==> src/rtl/spi_master_arbiter_pkg.sv <==
// Shared types and constants for the SPI master round-robin controller.
package spi_ctrl_pkg;

    typedef enum logic [2:0] {
        ARB   = 3'd0,
        START = 3'd1,
        XFER  = 3'd2,
        DONE  = 3'd3,
        GAP   = 3'd4
    } state_e;

    localparam int unsigned CS_GAP_DEFAULT = 2;

    // Cycles from the start pulse until the SPI master has returned to idle.
    function automatic int unsigned xfer_cycles(input int unsigned width);
        return 2 * width + 1;
    endfunction

endpackage

==> src/rtl/spi_master_arbiter_if.sv <==
// Requester and SPI-master side signals of the shared SPI transceiver controller.
interface spi_master_arbiter_if #(
    parameter int unsigned DATA_WIDTH = 16,
    parameter int unsigned NUM_REQ    = 4
);
    localparam int unsigned ID_W = $clog2(NUM_REQ);

    logic [NUM_REQ-1:0]            req;
    logic [NUM_REQ*DATA_WIDTH-1:0] req_data;
    logic [NUM_REQ-1:0]            ack;
    logic [DATA_WIDTH-1:0]         resp_data;
    logic [ID_W-1:0]               grant_id;
    logic                          busy;
    logic                          spi_start;
    logic [DATA_WIDTH-1:0]         data_send;
    logic [DATA_WIDTH-1:0]         data_recv;

    // Requesters plus the SPI master, seen from outside the controller.
    modport master (
        output req, req_data, data_recv,
        input  ack, resp_data, grant_id, busy, spi_start, data_send
    );

    // The controller itself.
    modport slave (
        input  req, req_data, data_recv,
        output ack, resp_data, grant_id, busy, spi_start, data_send
    );
endinterface

==> src/rtl/spi_master_arbiter_rr_arbiter.sv <==
// Combinational round-robin pick: first set req bit after last_grant, wrapping.
module rr_arbiter #(
    parameter int unsigned NUM_REQ = 4,
    parameter int unsigned IDX_W   = $clog2(NUM_REQ)
) (
    input  logic [NUM_REQ-1:0] req,
    input  logic [IDX_W-1:0]   last_grant,
    output logic               grant_valid,
    output logic [IDX_W-1:0]   grant_idx
);
    logic [IDX_W-1:0] idx;

    // Scan farthest-first so the nearest requester after last_grant overwrites last.
    always_comb begin
        grant_valid = 1'b0;
        grant_idx   = '0;
        idx         = '0;
        for (int k = NUM_REQ; k >= 1; k--) begin
            idx = IDX_W'((int'(last_grant) + k) % NUM_REQ);
            if (req[idx]) begin
                grant_valid = 1'b1;
                grant_idx   = idx;
            end
        end
    end
endmodule

==> src/rtl/spi_master_arbiter.sv <==
// Shares one mode-0 SPI master between NUM_REQ requesters; times each word by
// cycle count since the SPI master reports neither busy nor done.
module spi_master_arbiter
    import spi_ctrl_pkg::*;
#(
    parameter int unsigned DATA_WIDTH = 16,
    parameter int unsigned NUM_REQ    = 4,
    parameter int unsigned CS_GAP     = CS_GAP_DEFAULT
) (
    input logic clk,
    input logic rst,
    spi_master_arbiter_if.slave bus
);
    localparam int unsigned IDX_W       = $clog2(NUM_REQ);
    localparam int unsigned XFER_CYCLES = xfer_cycles(DATA_WIDTH);
    localparam int unsigned CNT_W       = $clog2(2 * DATA_WIDTH + 2);
    localparam int unsigned GAP_W       = $clog2(CS_GAP + 1);

    localparam logic [2:0] S_ARB   = 3'(ARB);
    localparam logic [2:0] S_START = 3'(START);
    localparam logic [2:0] S_XFER  = 3'(XFER);
    localparam logic [2:0] S_DONE  = 3'(DONE);
    localparam logic [2:0] S_GAP   = 3'(GAP);

    logic [2:0]            state, state_d;
    logic [CNT_W-1:0]      cnt, cnt_d;
    logic [GAP_W-1:0]      gap, gap_d;
    logic [IDX_W-1:0]      last_grant, last_grant_d;
    logic [IDX_W-1:0]      grant_id, grant_id_d;
    logic [DATA_WIDTH-1:0] data_send, data_send_d;
    logic [DATA_WIDTH-1:0] resp_data, resp_data_d;
    logic [NUM_REQ-1:0]    ack, ack_d;
    logic                  spi_start, spi_start_d;
    logic                  busy, busy_d;

    logic                  grant_valid;
    logic [IDX_W-1:0]      grant_idx;

    rr_arbiter #(
        .NUM_REQ (NUM_REQ),
        .IDX_W   (IDX_W)
    ) u_rr_arbiter (
        .req         (bus.req),
        .last_grant  (last_grant),
        .grant_valid (grant_valid),
        .grant_idx   (grant_idx)
    );

    // State and registered outputs; reset aborts any word without acking it.
    always_ff @(posedge clk or negedge rst) begin
        if (!rst) begin
            state      <= S_ARB;
            cnt        <= '0;
            gap        <= '0;
            last_grant <= IDX_W'(NUM_REQ - 1);
            grant_id   <= '0;
            data_send  <= '0;
            resp_data  <= '0;
            ack        <= '0;
            spi_start  <= 1'b0;
            busy       <= 1'b0;
        end else begin
            state      <= state_d;
            cnt        <= cnt_d;
            gap        <= gap_d;
            last_grant <= last_grant_d;
            grant_id   <= grant_id_d;
            data_send  <= data_send_d;
            resp_data  <= resp_data_d;
            ack        <= ack_d;
            spi_start  <= spi_start_d;
            busy       <= busy_d;
        end
    end

    // Next state plus next output values, so every output comes straight from a flop.
    always_comb begin
        state_d      = state;
        cnt_d        = cnt;
        gap_d        = gap;
        last_grant_d = last_grant;
        grant_id_d   = grant_id;
        data_send_d  = data_send;
        resp_data_d  = resp_data;
        ack_d        = '0;
        spi_start_d  = 1'b0;

        case (state)
            S_ARB: begin
                if (grant_valid) begin
                    state_d      = S_START;
                    data_send_d  = bus.req_data[int'(grant_idx) * DATA_WIDTH +: DATA_WIDTH];
                    grant_id_d   = grant_idx;
                    last_grant_d = grant_idx;
                    spi_start_d  = 1'b1;
                end
            end
            S_START: begin
                state_d = S_XFER;
                cnt_d   = CNT_W'(XFER_CYCLES);
            end
            S_XFER: begin
                if (cnt == CNT_W'(1)) begin
                    state_d         = S_DONE;
                    resp_data_d     = bus.data_recv;
                    ack_d[grant_id] = 1'b1;
                end else begin
                    cnt_d = cnt - CNT_W'(1);
                end
            end
            S_DONE: begin
                state_d = S_GAP;
                gap_d   = GAP_W'(CS_GAP);
            end
            S_GAP: begin
                if (gap == GAP_W'(1)) begin
                    state_d = S_ARB;
                end else begin
                    gap_d = gap - GAP_W'(1);
                end
            end
            default: state_d = S_ARB;
        endcase

        busy_d = (state_d != S_ARB);
    end

    assign bus.ack       = ack;
    assign bus.resp_data = resp_data;
    assign bus.grant_id  = grant_id;
    assign bus.busy      = busy;
    assign bus.spi_start = spi_start;
    assign bus.data_send = data_send;
endmodule

==> src/flat_wrapper.sv <==
// flat-port wrapper written by rule: the top's interface ports become plain ports
module spi_master_arbiter_flat import spi_ctrl_pkg::*;
#(
    parameter int unsigned DATA_WIDTH = 16,
    parameter int unsigned NUM_REQ    = 4,
    parameter int unsigned CS_GAP     = CS_GAP_DEFAULT
)
  (clk, rst, bus_req, bus_req_data, bus_data_recv, bus_ack, bus_resp_data, bus_grant_id, bus_busy, bus_spi_start, bus_data_send);
  spi_master_arbiter_if #(.DATA_WIDTH(DATA_WIDTH), .NUM_REQ(NUM_REQ)) bus_i ();
  input logic clk;
  input logic rst;
  input wire logic [$bits(bus_i.req)-1:0] bus_req;
  input wire logic [$bits(bus_i.req_data)-1:0] bus_req_data;
  input wire logic [$bits(bus_i.data_recv)-1:0] bus_data_recv;
  output wire logic [$bits(bus_i.ack)-1:0] bus_ack;
  output wire logic [$bits(bus_i.resp_data)-1:0] bus_resp_data;
  output wire logic [$bits(bus_i.grant_id)-1:0] bus_grant_id;
  output wire logic [$bits(bus_i.busy)-1:0] bus_busy;
  output wire logic [$bits(bus_i.spi_start)-1:0] bus_spi_start;
  output wire logic [$bits(bus_i.data_send)-1:0] bus_data_send;
  assign bus_i.req = bus_req;
  assign bus_i.req_data = bus_req_data;
  assign bus_i.data_recv = bus_data_recv;
  assign bus_ack = bus_i.ack;
  assign bus_resp_data = bus_i.resp_data;
  assign bus_grant_id = bus_i.grant_id;
  assign bus_busy = bus_i.busy;
  assign bus_spi_start = bus_i.spi_start;
  assign bus_data_send = bus_i.data_send;
  spi_master_arbiter #(.DATA_WIDTH(DATA_WIDTH), .NUM_REQ(NUM_REQ), .CS_GAP(CS_GAP)) u_core (.clk(clk), .rst(rst), .bus(bus_i));
endmodule
==> config.mk <==
export PLATFORM = sky130hd
export DESIGN_NAME = spi_master_arbiter_flat
export DESIGN_NICKNAME = d
export VERILOG_FILES = /design/src/rtl/spi_master_arbiter_pkg.sv /design/src/rtl/spi_master_arbiter_if.sv /design/src/rtl/spi_master_arbiter_rr_arbiter.sv /design/src/rtl/spi_master_arbiter.sv /design/src/flat_wrapper.sv
export SDC_FILE = /design/constraint.sdc
export NUM_CORES = 1
export LEC_CHECK = 0
export BUFFER_PORTS_ARGS = -buffer_cell sky130_fd_sc_hd__buf_2
export CAP_MARGIN = 30
export CORE_MARGIN = 2
export CORE_UTILIZATION = 23
export DETAILED_ROUTE_END_ITERATION = 12
export GPL_TIMING_DRIVEN = 1
export HOLD_SLACK_MARGIN = 0.08
export SETUP_SLACK_MARGIN = 0.4
export SYNTH_ARGS = -nofsm -noshare
export SYNTH_HDL_FRONTEND = slang
export SYNTH_SLANG_ARGS = --single-unit
==> constraint.sdc <==
create_clock -name clk -period 5.3 [get_ports clk]
set_input_delay 1.06 -clock clk [delete_from_list [all_inputs] [get_ports clk]]
set_output_delay 1.06 -clock clk [all_outputs]
set_load 0.02 [all_outputs]
-- After elaboration in Yosys (flattened, before gate mapping)
Index checks and enable logic that the tools add are counted.
- magnitude comparators: 6
- shift-type cells: 1
- mux-type cells: 30
- $add $sub $neg: 6
- reductions and logical operators: 9
- equal/unequal tests: 8
- operators with widths (cell ; number):
    indexed part select 64 x 7 -> 16 bit ; 1
    < comparator 2 x 3 -> 1 bit (second input constant) ; 5
    one-hot mux 3 bit (5 select lines) ; 1
    one-hot mux 6 bit (2 select lines) ; 1
    two-way mux 1 bit ; 11
    two-way mux 2 bit ; 5
    two-way mux 3 bit ; 3
    binary-select mux 1 bit (select 2 bit) ; 4
    two-way mux 4 bit ; 2
    AND reduction 2 bit ; 4
    equality test 3 x 2 -> 1 bit (second input constant) ; 2
    equality test 6 x 1 -> 1 bit (second input constant) ; 1
    two-way mux 6 bit ; 1
    subtractor 6 x 1 -> 6 bit (second input constant) ; 1
    adder 2 x 1 -> 2 bit (second input constant) ; 2
    adder 2 bit (second input constant) ; 2
    != test 2 bit (second input constant) ; 2
    one-hot mux 2 bit (2 select lines) ; 1
    nonzero test 2 bit ; 2
    equality test 3 x 1 -> 1 bit (second input constant) ; 1
    equality test 3 bit (second input constant) ; 1
    zero test 3 bit ; 1
    nonzero test 3 bit ; 1
    demux 1 bit (select 2 bit) ; 1
    4 further kinds ; 4
- input port bits: 86
- flip-flop bits (word level): 53
- output and inout bits: 40
- logic and storage cells: 70

-- Longest topological paths before layout
Gate-level depths: netlist of the first run.
- word-level depth: 10
- depth in mapped cells: 8
- mapped depth without buffers: 6

-- Hierarchy
Synthesis of the first run repeated with hierarchy kept, for this count alone.
- cells, all modules: 234
- area, all modules: 2716.4 um2
- by module, submodules not included (module ; area each (um2) ; seq. area each (um2) ; times used ; cells an instance):
    spi_master_arbiter ; 2625.0 ; 1328.8 ; 1 ; 220
    rr_arbiter ; 91.3 ; 0.0 ; 1 ; 14

-- Worst setup path after synthesis of the first run
Ideal clock, no wire load.
- path type: input-to-reg
- start point: input port bus_req[3]
- end point: register u_core.data_send[0], in the netlist u_core.bus.data_send[0]
- stages on the path: 6
- path buffers: 1
- slack: 2803 ps
- data required time: 5174 ps
- arrival time: 2371 ps
- setup time: 126 ps
- path through: or2b_1 -> o21ai_1 -> a21oi_4 -> buf_6 -> mux2_4 -> a221o_1
- cells in the longest elaborated chain, start to end: 7
- elaborated cells on any way between the ends: 18
- those cells by class: shift: 1; mux: 16; reduce/logical: 1
- ends and longest elaborated chain (item ; RTL line ; text):
    start: declaration ; flat_wrapper.sv:12 ; input wire logic [$bits(bus_i.req)-1:0] bus_req;
    binary-select mux 1 bit (select 2 bit) ; spi_master_arbiter_rr_arbiter.sv:20 ; if (req[idx]) begin
    two-way mux 1 bit (implied by the code) ; spi_master_arbiter_rr_arbiter.sv:20 ;
    two-way mux 2 bit or two-way mux 1 bit (tied branches) (4 in series) ; spi_master_arbiter_rr_arbiter.sv:20 ;
    indexed part select 64 x 7 -> 16 bit or AND reduction 2 bit (tied branches) ; - ;
    end signal: assignment ; spi_master_arbiter.sv:68 ; data_send <= data_send_d;
    end: declaration ; spi_master_arbiter.sv:30 ; logic [DATA_WIDTH-1:0] data_send, data_send_d;
Parallel ways exist; a longest one is shown, timed or not. The select of a mux whose other input is x is not followed.
A chain may end at the register's enable or synchronous reset.

-- Worst setup path in the final report of the first run
- start point: input port bus_req[0]
- end point: register u_core.data_send[9], in the netlist u_core.bus.data_send[9]
Same word-level chain as after synthesis.

==> results of run 1 <==
Yosys cell counts, drive strengths merged (3+ instances only):
cell	count
a21oi	7
a221o	16
buf	14
dfrtp	51
ha	3
inv	6
mux2	32
mux2i	17
nand2	8
nand3	35
nor2	13
nor3	3
o21ai	3
sequential cells by signal, summed over array words and instances, names as in the netlist:
name                  cells
u_core.bus.ack            4
u_core.bus.busy           1
u_core.bus.data_send     16
u_core.bus.grant_id       2
u_core.bus.resp_data     16
u_core.bus.spi_start      1
u_core.cnt                6
u_core.gap                2
u_core.last_grant         2
u_core.state              3
worst max-delay path, cell delays in order:
cell and delay, ps:
sky130_fd_sc_hd__buf_2 110, sky130_fd_sc_hd__or4_1 530, sky130_fd_sc_hd__nand2_1 600, sky130_fd_sc_hd__inv_2 470
sky130_fd_sc_hd__nand3_1 200, sky130_fd_sc_hd__mux2i_1 90, sky130_fd_sc_hd__a221o_1 260
cells by family (layout without fill, tap and decap cells):
kind of cell             count (synthesis)  after routing  synth area share (%)
flip-flops                              53             53                  47.0
multiplexers                            49             49                  20.2
AND/OR/NAND/NOR                         74             74                  14.2
buffers and inverters                   21            145                  4.96
other                                    0              1                     0
XOR/XNOR                                 4              4                  1.24
AO/OA/AOI/OAI                           35             35                  11.0
adder cells (fa/ha/maj)                  3              3                  1.33
metal layers:
| metal | global-route usage [%] | share of wire, % |
|---|---|---|
| met1 | 14.4 | 46 |
| met2 | 17.8 | 46 |
| met3 | 2.69 | 7.2 |
| met4 | 3.21 | 1.3 |
| met5 | 0 | 0 |
final timing paths:
check                                              start  slack (ps)                       end
worst max-delay path                          bus_req[0]        2130   u_core.bus.data_send[9]
worst min-delay path            u_core.bus.resp_data[15]         510  u_core.bus.resp_data[15]
worst max register to register      u_core.last_grant[1]        2850  u_core.bus.data_send[10]
worst min register to register  u_core.bus.resp_data[15]         510  u_core.bus.resp_data[15]
max in group asynchronous                            rst        3960  u_core.bus.data_send[13]
min in group asynchronous                            rst         880             u_core.cnt[4]
power by group through the flow:
stage	Clock, mW	Combinational (mW)	Sequential, mW
2_1_floorplan	0	0.610	0.787
3_3_place_gp	0	0.942	0.679
3_5_place_dp	0	0.974	0.682
4_1_cts	0.352	0.971	0.678
5_1_grt	0.367	1.05	0.703
6_report	0.339	0.957	0.678
cell type report:
cell class | instances | area share, %
multi-input combinational | 165 | 36.4
sequential | 53 | 35.6
timing repair buffer | 131 | 18.3
tap | 147 | 4.93
clock buffer | 5 | 3.35
clock inverter | 3 | 0.771
inverter | 6 | 0.604
antenna | 1 | 0.0671
through the flow:
stage	hold WS (ps)	std cells	setup WS, ps	total power, mW	instance area, um^2
global route	522	511	1940	2.12	3730
floorplan	476	239	2800	1.40	2830
detailed placement	490	502	1800	1.66	3570
finish	506	511	2130	1.97	3730
CTS	507	510	2100	2.00	3730
global placement	484	501	1840	1.62	3550
==> key figures, run 1 <==
Die
  – Horiz. Die Dim: 115 um
  – IO Pins: 126
  – Site Rows: 40
  – Die span in y: 115 um
  – Core box area: 12000 um^2
  – Die outline area: 13200 um^2
  – Initial core utilization: 23.5%

Global route
  – Number of antenna violations at the first check in global routing: 1
  – Number of global-route vias before repair: 2308
  – First-pass GRT wire length: 11.4 mm
  – GRT Residual Overflow: 0
  – Maximum number of pins on one net before global-route repair: 54
  – Total track usage: 10.9%

Final layout
  – Multi-input gate area: 1360 um^2
  – Most frequent standard cell in the layout excluding fill and tap cells: sky130_fd_sc_hd__buf_2
  – Fill cell count: 1253
  – Register area: 1330 um^2
  – Net count, final: 451
  – Top library cells by usage in the layout, fill and taps aside: 125 x sky130_fd_sc_hd__buf_2, 51 x sky130_fd_sc_hd__dfrtp_1, 35 x sky130_fd_sc_hd__nand3_1, 21 x sky130_fd_sc_hd__mux2_2, 17 x sky130_fd_sc_hd__mux2i_1
  – Layout cell share with drive strength beyond 1: 50.7%
  – Core occupancy in the finished layout: 31.1%
  – Area growth from synthesis to layout: 32.1%

Synth
  – Fraction of the yosys area taken by sequential cells: 47.0%
  – Top cells by area in the synthesized netlist: sky130_fd_sc_hd__dfrtp_1 45%, sky130_fd_sc_hd__mux2_2 8.4%, sky130_fd_sc_hd__nand3_1 6.2%, sky130_fd_sc_hd__mux2i_1 6.0%, sky130_fd_sc_hd__mux2_4 5.8%
  – Netlist area before placement: 2830 um^2
  – Post-synth EDFFs: 0
  – Total of warnings raised by yosys: 0
  – Yosys top cell area share: 45.2%
  – Yosys cell types: 48
  – Most common flop cell mapped by yosys: sky130_fd_sc_hd__dfrtp_1
  – Gate count after technology mapping: 239
  – Register bit count reported by yosys: 53
  – Net count after synthesis: 328
  – Cell type contributing the most total cell area after synthesis: sky130_fd_sc_hd__dfrtp_1
  – Average cell area after synthesis: 11.8 um^2
  – Fraction of synthesis flops using an asynchronous set or reset pin: 100%

Pwr
  – Sequential fraction of design power: 34.3%
  – Reported net switching power: 0.824 mW
  – Pint: 1.15 mW
  – Combinational fraction of design power: 48.5%
  – Maximum vdd ir drop: 0.235 mV
  – Static leakage power: 1.82 nW
  – Clock share of power: 17.2%
  – Power per standard cell area: 529 nW/um^2
  – Net Sw Frac: 41.7%

Detailed routing
  – Detailed Routing Iterations Pass 1: 4
  – Detailed-route wire length: 7.21 mm
  – # DRC: 0
  – Wire length per cell after detailed routing: 14.1 um
  – Iter 0 DRT Violations: 117
  – Via count of the routed design: 2341
  – Via density per instance: 4.58
  – Count of antenna-violating nets left after detailed routing: 0

Clock tree
  – Master cell of the clock root buffer: sky130_fd_sc_hd__clkbuf_16
  – Cts hold-fix bufs: 0
  – Worst-path clk slew: 70 ps
  – Clock net sink count: 53
  – Bufs on Longest Clock Path: 2
  – Number of H-tree levels: 2
  – CTS tree: built
  – Setup Fix Bufs, Post-CTS: 0
  – Resized Gates After CTS: 0
  – Clock Latency Late Sink: 290 ps
  – Number of clock buffers inserted by TritonCTS: 5

Job
  – Max-cap violations: 0

Placed design
  – Final weighted congestion of routability-driven global placement: 0.752
  – Count of port buffers added during placement: 125
  – Final HPWL from detailed placement: 5.46 mm

STA
  – Fmax: 315 MHz
  – Setup Viol. Count Final: 0
  – Share of the cycle needed by the critical path after routing: 59.8%
  – Worst-case headroom to the max-slew limit: 47.5%
  – Final Hold Violating Endpoints: 0
  – Setup repair after global routing missed its margin: false
  – Total negative slack for setup checks: 0 ps
  – Transition time at the pin with the least slew margin: 786 ps
  – Post-Route Skew: 11.6 ps
  – Final Max Tran Viols: 0
  – Crit path time final: 3170 ps

Setup path
  – WP data required: 5470 ps
  – Highest net fanout along the worst path: 38
  – Critical Path End Type: register
  – CP arrival: 3340 ps
  – Category of the critical setup timing path: primary input to register
  – Reg2reg path depth: 7
  – Nature of the critical path startpoint: primary input

Min path
  – Worst hold path stage count: 1
  – Worst min-delay path class: register to register

Outcome
  – Outcome: completed
No activity file was read; power rests on OpenSTA's default activity.
==> run 2, diff against run 1 <==
==> constraint.sdc (replaced) <==
create_clock -name clk -period 3 [get_ports clk]
set_input_delay 0.6 -clock clk [delete_from_list [all_inputs] [get_ports clk]]
set_output_delay 0.6 -clock clk [all_outputs]
set_load 0.02 [all_outputs]
==> run 2 against run 1 <==
Net effect: via count fell by 2.0%; sequential power rose by 77%; setup slack got worse by 1400 ps; first-iteration DRC count fell by 16%; routed wire length fell by 1.3%; register-to-register slack got worse by 2000 ps; hold slack got worse by 280 ps; combinational power rose by 77%; clock skew fell by 5.1 ps; largest cell class unchanged; highest routed layer unchanged.
==> key figures, run 2 (synthesized netlist as in run 1, its figures left out) <==
Setup path
  – Cell type group with the largest total delay on the critical path: simple AND/OR/NAND/NOR gates
  – Highest net fanout along the worst path: 38
  – Logic depth of the worst path, buffers included: 7
  – CP arrival: 2410 ps
  – Category of the critical setup timing path: primary input to register
  – Worst flop-to-flop path startpoint: u_core.last_grant[1]
  – CP max stage delay: 530 ps
  – Number of buffers and inverters on the critical path: 2
  – Reg2reg path depth: 6
  – Cell with the largest stage delay on the worst path: sky130_fd_sc_hd__or4_1
  – Critical Path End Type: register
  – CP startpoint: bus_req[0]
  – Setup slack of the worst register-to-register path: 830 ps
  – Nature of the critical path startpoint: primary input
  – WP data required: 3170 ps
  – Cells along the critical path: buf_2 -> or4_1 -> nand2_1 -> inv_2 -> nand3_1 -> mux2i_1 -> a221o_1
  – Endpoint of the worst register-to-register path: u_core.bus.data_send[6]
  – Endpoint of the most critical setup path: u_core.bus.data_send[10]

Global route
  – First-pass GRT wire length: 11.0 mm
  – GRT Residual Overflow: 0
  – Total track usage: 10.5%
  – Number of global-route vias before repair: 2245
  – Number of antenna violations at the first check in global routing: 1
  – Maximum number of pins on one net before global-route repair: 39

STA
  – Setup Viol. Count Final: 0
  – Setup repair after global routing missed its margin: false
  – Post-Route Skew: 6.54 ps
  – Crit path time final: 2240 ps
  – Total negative slack for setup checks: 0 ps
  – Transition time at the pin with the least slew margin: 644 ps
  – Fmax: 447 MHz
  – Share of the cycle needed by the critical path after routing: 74.6%
  – Final Hold Violating Endpoints: 0
  – Worst-case headroom to the max-slew limit: 56.9%
  – Final Max Tran Viols: 0

Final layout
  – Core occupancy in the finished layout: 31.0%
  – Most frequent standard cell in the layout excluding fill and tap cells: sky130_fd_sc_hd__buf_2
  – Final Instance Area: 3720 um^2
  – Area growth from synthesis to layout: 31.8%
  – Layout cell share with drive strength beyond 1: 50.3%
  – Top library cells by usage in the layout, fill and taps aside: 125 x sky130_fd_sc_hd__buf_2, 51 x sky130_fd_sc_hd__dfrtp_1, 35 x sky130_fd_sc_hd__nand3_1, 21 x sky130_fd_sc_hd__mux2_2, 17 x sky130_fd_sc_hd__mux2i_1
  – Regs by FF count: u_core.bus.data_send (16), u_core.bus.resp_data (16), u_core.cnt (6)
  – Net count, final: 450

Die
  – Core box area: 12000 um^2
  – Die span in y: 115 um
  – IO Pins: 126
  – Horiz. Die Dim: 115 um
  – Initial core utilization: 23.5%
  – Site Rows: 40
  – Die outline area: 13200 um^2

Min path
  – Worst min-delay path class: primary input to async pin

Clock tree
  – Number of clock buffers inserted by TritonCTS: 5
  – Setup Fix Bufs, Post-CTS: 0
  – CTS tree: built
  – Bufs on Longest Clock Path: 2
  – Clock Latency Late Sink: 280 ps
  – Worst-path clk slew: 70 ps
  – Number of H-tree levels: 2
  – Master cell of the clock root buffer: sky130_fd_sc_hd__clkbuf_16
  – Clock net sink count: 53
  – Cts hold-fix bufs: 0
  – Resized Gates After CTS: 0

Placed design
  – Final weighted congestion of routability-driven global placement: 0.757
  – Count of port buffers added during placement: 125
  – Standard cell area after detailed placement: 3570 um^2
  – Final HPWL from detailed placement: 5.48 mm

Pwr
  – Pint: 2.05 mW
  – Static leakage power: 1.81 nW
  – Maximum vdd ir drop: 0.488 mV
  – Power after layout: 3.47 mW
  – Clock share of power: 16.6%
  – Reported net switching power: 1.42 mW
  – Sequential fraction of design power: 34.6%
  – Power per standard cell area: 931 nW/um^2
  – Combinational fraction of design power: 48.8%
  – Net Sw Frac: 40.9%

Detailed routing
  – Count of antenna-violating nets left after detailed routing: 0
  – Via density per instance: 4.50
  – Via count of the routed design: 2295
  – # DRC: 0
  – Detailed Routing Iterations Pass 1: 4
  – Wire length per cell after detailed routing: 14.0 um
  – Detailed-route wire length: 7.12 mm
  – Iter 0 DRT Violations: 98

Job
  – Max-cap violations: 0

Outcome
  – Outcome: completed
==> run 2: changes by cell type in the layout (fill, tap and decap cells not counted) <==
cell                         change
sky130_fd_sc_hd__buf_4           -2
sky130_fd_sc_hd__buf_6           +1
sky130_fd_sc_hd__clkbuf_1        +1
sky130_fd_sc_hd__clkbuf_8        +1
sky130_fd_sc_hd__clkinv_4        -1
sky130_fd_sc_hd__clkinvlp_4      +1
sky130_fd_sc_hd__inv_6           -1
sky130_fd_sc_hd__inv_8           -1
==> run 2: area by class of cell <==
class / count / area [um^2]
diodes: 1 / 2.50
multi-input cells: 165 / 1360
repair buffers: 130 / 679
well taps: 147 / 184
clock buffers: 7 / 143
inverters: 6 / 22.5
fillers: 1258 / 8290
flip-flops and latches: 53 / 1330
clock inverters: 1 / 7.51
==> run 2: layer usage <==
metal | share of wire [%] | vias up | GRT usage (%) | routed length [um]
li1 | - | 1132 | - | -
met1 | 47 | 1067 | 13.9 | 3340
met2 | 45 | 94 | 17.2 | 3220
met3 | 7.4 | 2 | 3.27 | 525
met4 | 0.49 | 0 | 2.17 | 35
met5 | 0 | - | 0 | 0
==> run 2: worst register-to-register path, stage by stage (launching register included) <==
cell and delay, ps:
sky130_fd_sc_hd__dfstp_2 600, sky130_fd_sc_hd__mux2i_1 230, sky130_fd_sc_hd__o22ai_2 120, sky130_fd_sc_hd__a21oi_4 140
sky130_fd_sc_hd__buf_12 260, sky130_fd_sc_hd__mux2_2 380, sky130_fd_sc_hd__a221o_1 320
==> run 2: per-stage QoR <==
step           std cells  setup slack, ps  hold WS [ps]
2_1_floorplan        239              963           304
3_3_place_gp         500              505           485
3_5_place_dp         501              459           489
4_1_cts              509              758           235
5_1_grt              509              634           245
6_report             510              761           225
==> run 2: worst min path at each step <==
stage	from	endpoint	slack, ps	cells after the start
CTS	rst	u_core.bus.ack[1]	240	1
finish	rst	u_core.bus.ack[1]	220	1
global route	rst	u_core.bus.ack[1]	240	1
global placement	u_core.bus.resp_data[1]	u_core.bus.resp_data[1]	490	1
floorplan	rst	u_core.bus.ack[0]	300	0
detailed placement	u_core.bus.resp_data[4]	u_core.bus.resp_data[4]	490	1
==> run 2: power by group through the flow <==
stage	Combinational (mW)	Clock (mW)	Sequential, mW
2_1_floorplan	1.08	0	1.39
3_5_place_dp	1.72	0	1.21
4_1_cts	1.72	0.599	1.20
5_1_grt	1.85	0.630	1.24
3_3_place_gp	1.67	0	1.20
6_report	1.69	0.574	1.20
==> run 3, diff against run 2 <==
==> constraint.sdc (replaced) <==
create_clock -name clk -period 2.1 [get_ports clk]
set_input_delay 0.42 -clock clk [delete_from_list [all_inputs] [get_ports clk]]
set_output_delay 0.42 -clock clk [all_outputs]
set_load 0.02 [all_outputs]
==> run 3 against run 2 <==
Net effect: core utilization up 3.6 points; critical path depth unchanged; final area up 11%; count of clock-buffer cells in the layout down 2; sequential cell count unchanged; power up 64%; sequential share of layout area down 3.6 points; critical path type is now register to register.
==> key figures, run 3 (synthesized netlist as in run 1, its figures left out) <==
STA
  – Share of the cycle needed by the critical path after routing: 96.1%
  – Transition time at the pin with the least slew margin: 472 ps
  – Post-Route Skew: 11.5 ps
  – Setup repair after global routing missed its margin: true
  – Setup Viol. Count Final: 0
  – Final Hold Violating Endpoints: 0
  – Total negative slack for setup checks: 0 ps
  – Worst-case headroom to the max-slew limit: 68.1%
  – Final setup margin: 81.4 ps
  – Final Max Tran Viols: 0
  – Crit path time final: 2020 ps
  – Fmax: 495 MHz

Final layout
  – Post-route non-filler standard cell count: 534
  – Diode insertion count for antenna repair: 0
  – Register area: 1330 um^2
  – Layout cell share with drive strength beyond 1: 56.8%
  – Core occupancy in the finished layout: 34.6%
  – Area growth from synthesis to layout: 46.9%
  – Regs by FF count: u_core.bus.data_send (16), u_core.bus.resp_data (16), u_core.cnt (6)
  – Multi-input gate area: 1480 um^2
  – Top library cells by usage in the layout, fill and taps aside: 125 x sky130_fd_sc_hd__buf_2, 49 x sky130_fd_sc_hd__dfrtp_1, 34 x sky130_fd_sc_hd__nand3_1, 32 x sky130_fd_sc_hd__mux2_4
  – Net count, final: 475
  – Fill cell count: 1202
  – Most frequent standard cell in the layout excluding fill and tap cells: sky130_fd_sc_hd__buf_2

Placed design
  – Final HPWL from detailed placement: 5.60 mm
  – Worst-case setup slack after placement: -7.84 ps
  – Final weighted congestion of routability-driven global placement: 0.746
  – Count of port buffers added during placement: 125
  – Placed Cells: 510

Die
  – Core box area: 12000 um^2
  – Die outline area: 13200 um^2
  – Die span in y: 115 um
  – Site Rows: 40
  – IO Pins: 126
  – Initial core utilization: 23.5%
  – Horiz. Die Dim: 115 um

Min path
  – Destination of the worst hold path: u_core.bus.resp_data[2]
  – Worst hold path stage count: 2
  – Hold Path Origin: bus_data_recv[2]
  – Worst min-delay path class: primary input to register

Setup path
  – Critical Path End Type: register
  – Endpoint of the worst register-to-register path: u_core.bus.data_send[0]
  – CP max stage delay: 550 ps
  – Reg2reg path depth: 7
  – Cell with the largest stage delay on the worst path: sky130_fd_sc_hd__dfstp_2
  – Category of the critical setup timing path: register to register
  – Worst flop-to-flop path startpoint: u_core.last_grant[1]
  – WP data required: 2280 ps
  – CP arrival: 2200 ps
  – Highest net fanout along the worst path: 6
  – Cells along the critical path: mux2i_1 -> o22ai_2 -> a21oi_4 -> buf_4 -> buf_8 -> mux2_4 -> a221o_1
  – Nature of the critical path startpoint: register
  – Setup slack of the worst register-to-register path: 80 ps

Global route
  – Number of antenna violations at the first check in global routing: 0
  – Number of global-route vias before repair: 2496
  – First-pass GRT wire length: 12.3 mm
  – Maximum number of pins on one net before global-route repair: 29
  – Total track usage: 11.8%
  – GRT Residual Overflow: 0

Detailed routing
  – Count of antenna-violating nets left after detailed routing: 0
  – # DRC: 0
  – Top Metal Used: met4
  – Routed metal-1 wirelength: 3.63 mm
  – Detailed route wirelength on metal3: 515 um
  – Via density per instance: 4.63
  – Iter 0 DRT Violations: 148
  – Detailed Routing Iterations Pass 1: 4
  – Met2 wire length: 3.82 mm
  – Wire length per cell after detailed routing: 15.0 um
  – Via count of the routed design: 2473
  – Detailed-route wire length: 8.00 mm

Pwr
  – Net Sw Frac: 40.3%
  – Power after layout: 5.67 mW
  – Maximum vdd ir drop: 0.461 mV
  – Clock share of power: 15.5%
  – Combinational fraction of design power: 54.9%
  – Pint: 3.39 mW
  – Power per standard cell area: 1370 nW/um^2
  – Reported net switching power: 2.29 mW
  – Sequential fraction of design power: 29.6%
  – Static leakage power: 2.05 nW

Clock tree
  – Bufs on Longest Clock Path: 2
  – Clock Latency Late Sink: 300 ps
  – Master cell of the clock root buffer: sky130_fd_sc_hd__clkbuf_16
  – Number of clock buffers inserted by TritonCTS: 5
  – Number of H-tree levels: 2
  – Worst-path clk slew: 80 ps
  – Clock net sink count: 53
  – CTS tree: built

Job
  – Max-cap violations: 0

Outcome
  – Outcome: completed
run 3: worst max-delay path by stage:
stage	startpoint	end	cells past startpoint	slack (ps)
after CTS	u_core.last_grant[1]	u_core.bus.data_send[2]	6	60
final	u_core.last_grant[1]	u_core.bus.data_send[0]	7	80
after detailed placement	bus_req[3]	u_core.bus.data_send[2]	7	-8
after floorplan	u_core.last_grant[1]	u_core.bus.data_send[0]	6	110
after global routing	u_core.last_grant[1]	u_core.bus.data_send[0]	7	5
after global placement	bus_req[3]	u_core.bus.data_send[4]	7	80
run 3: cell type report:
type,count,area share (%)
multi-input cells,165,35.7
flip-flops and latches,53,32.1
repair buffers,155,23.6
well taps,147,4.43
clock buffers,5,3.01
clock inverters,3,0.693
inverters,6,0.542
run 3: power by group through the flow:
stage               registers (mW)  logic [mW]  clock network [mW]
CTS                           1.67        2.98               0.908
finish                        1.68        3.12               0.879
detailed placement            1.69        2.70                   0
global route                  1.73        3.36               0.955
global placement              1.69        2.62                   0
floorplan                     1.99        1.58                   0
run 3: repair_timing:
item,CTS,global route
gates cloned,2,0
setup buffers,7,6
resized for setup,13,21
pin swaps,1,4
setup endpoints to repair,38,36
hold buffers,1,0
hold endpoints to repair,11,0
run 3: through the flow:
stage,instance area [um^2],hold slack [ps]
3_3_place_gp,3720,325
2_1_floorplan,2870,124
4_1_cts,4020,345
5_1_grt,4150,346
3_5_place_dp,3720,332
6_report,4150,348
run 3: worst max-delay path: cells and delay by family, from the launching register on:
| family | cells | cell delay [ps] |
|---|---|---|
| mux | 2 | 520 |
| buf+inv | 2 | 260 |
| flops | 1 | 550 |
| compound gates | 3 | 570 |
run 3: layer usage:
metal / global-route usage [%] / vias to the layer above
met5: 0 / -
met4: 2.17 / 0
met3: 2.53 / 5
met2: 20.8 / 98
met1: 15.0 / 1191
li1: - / 1179
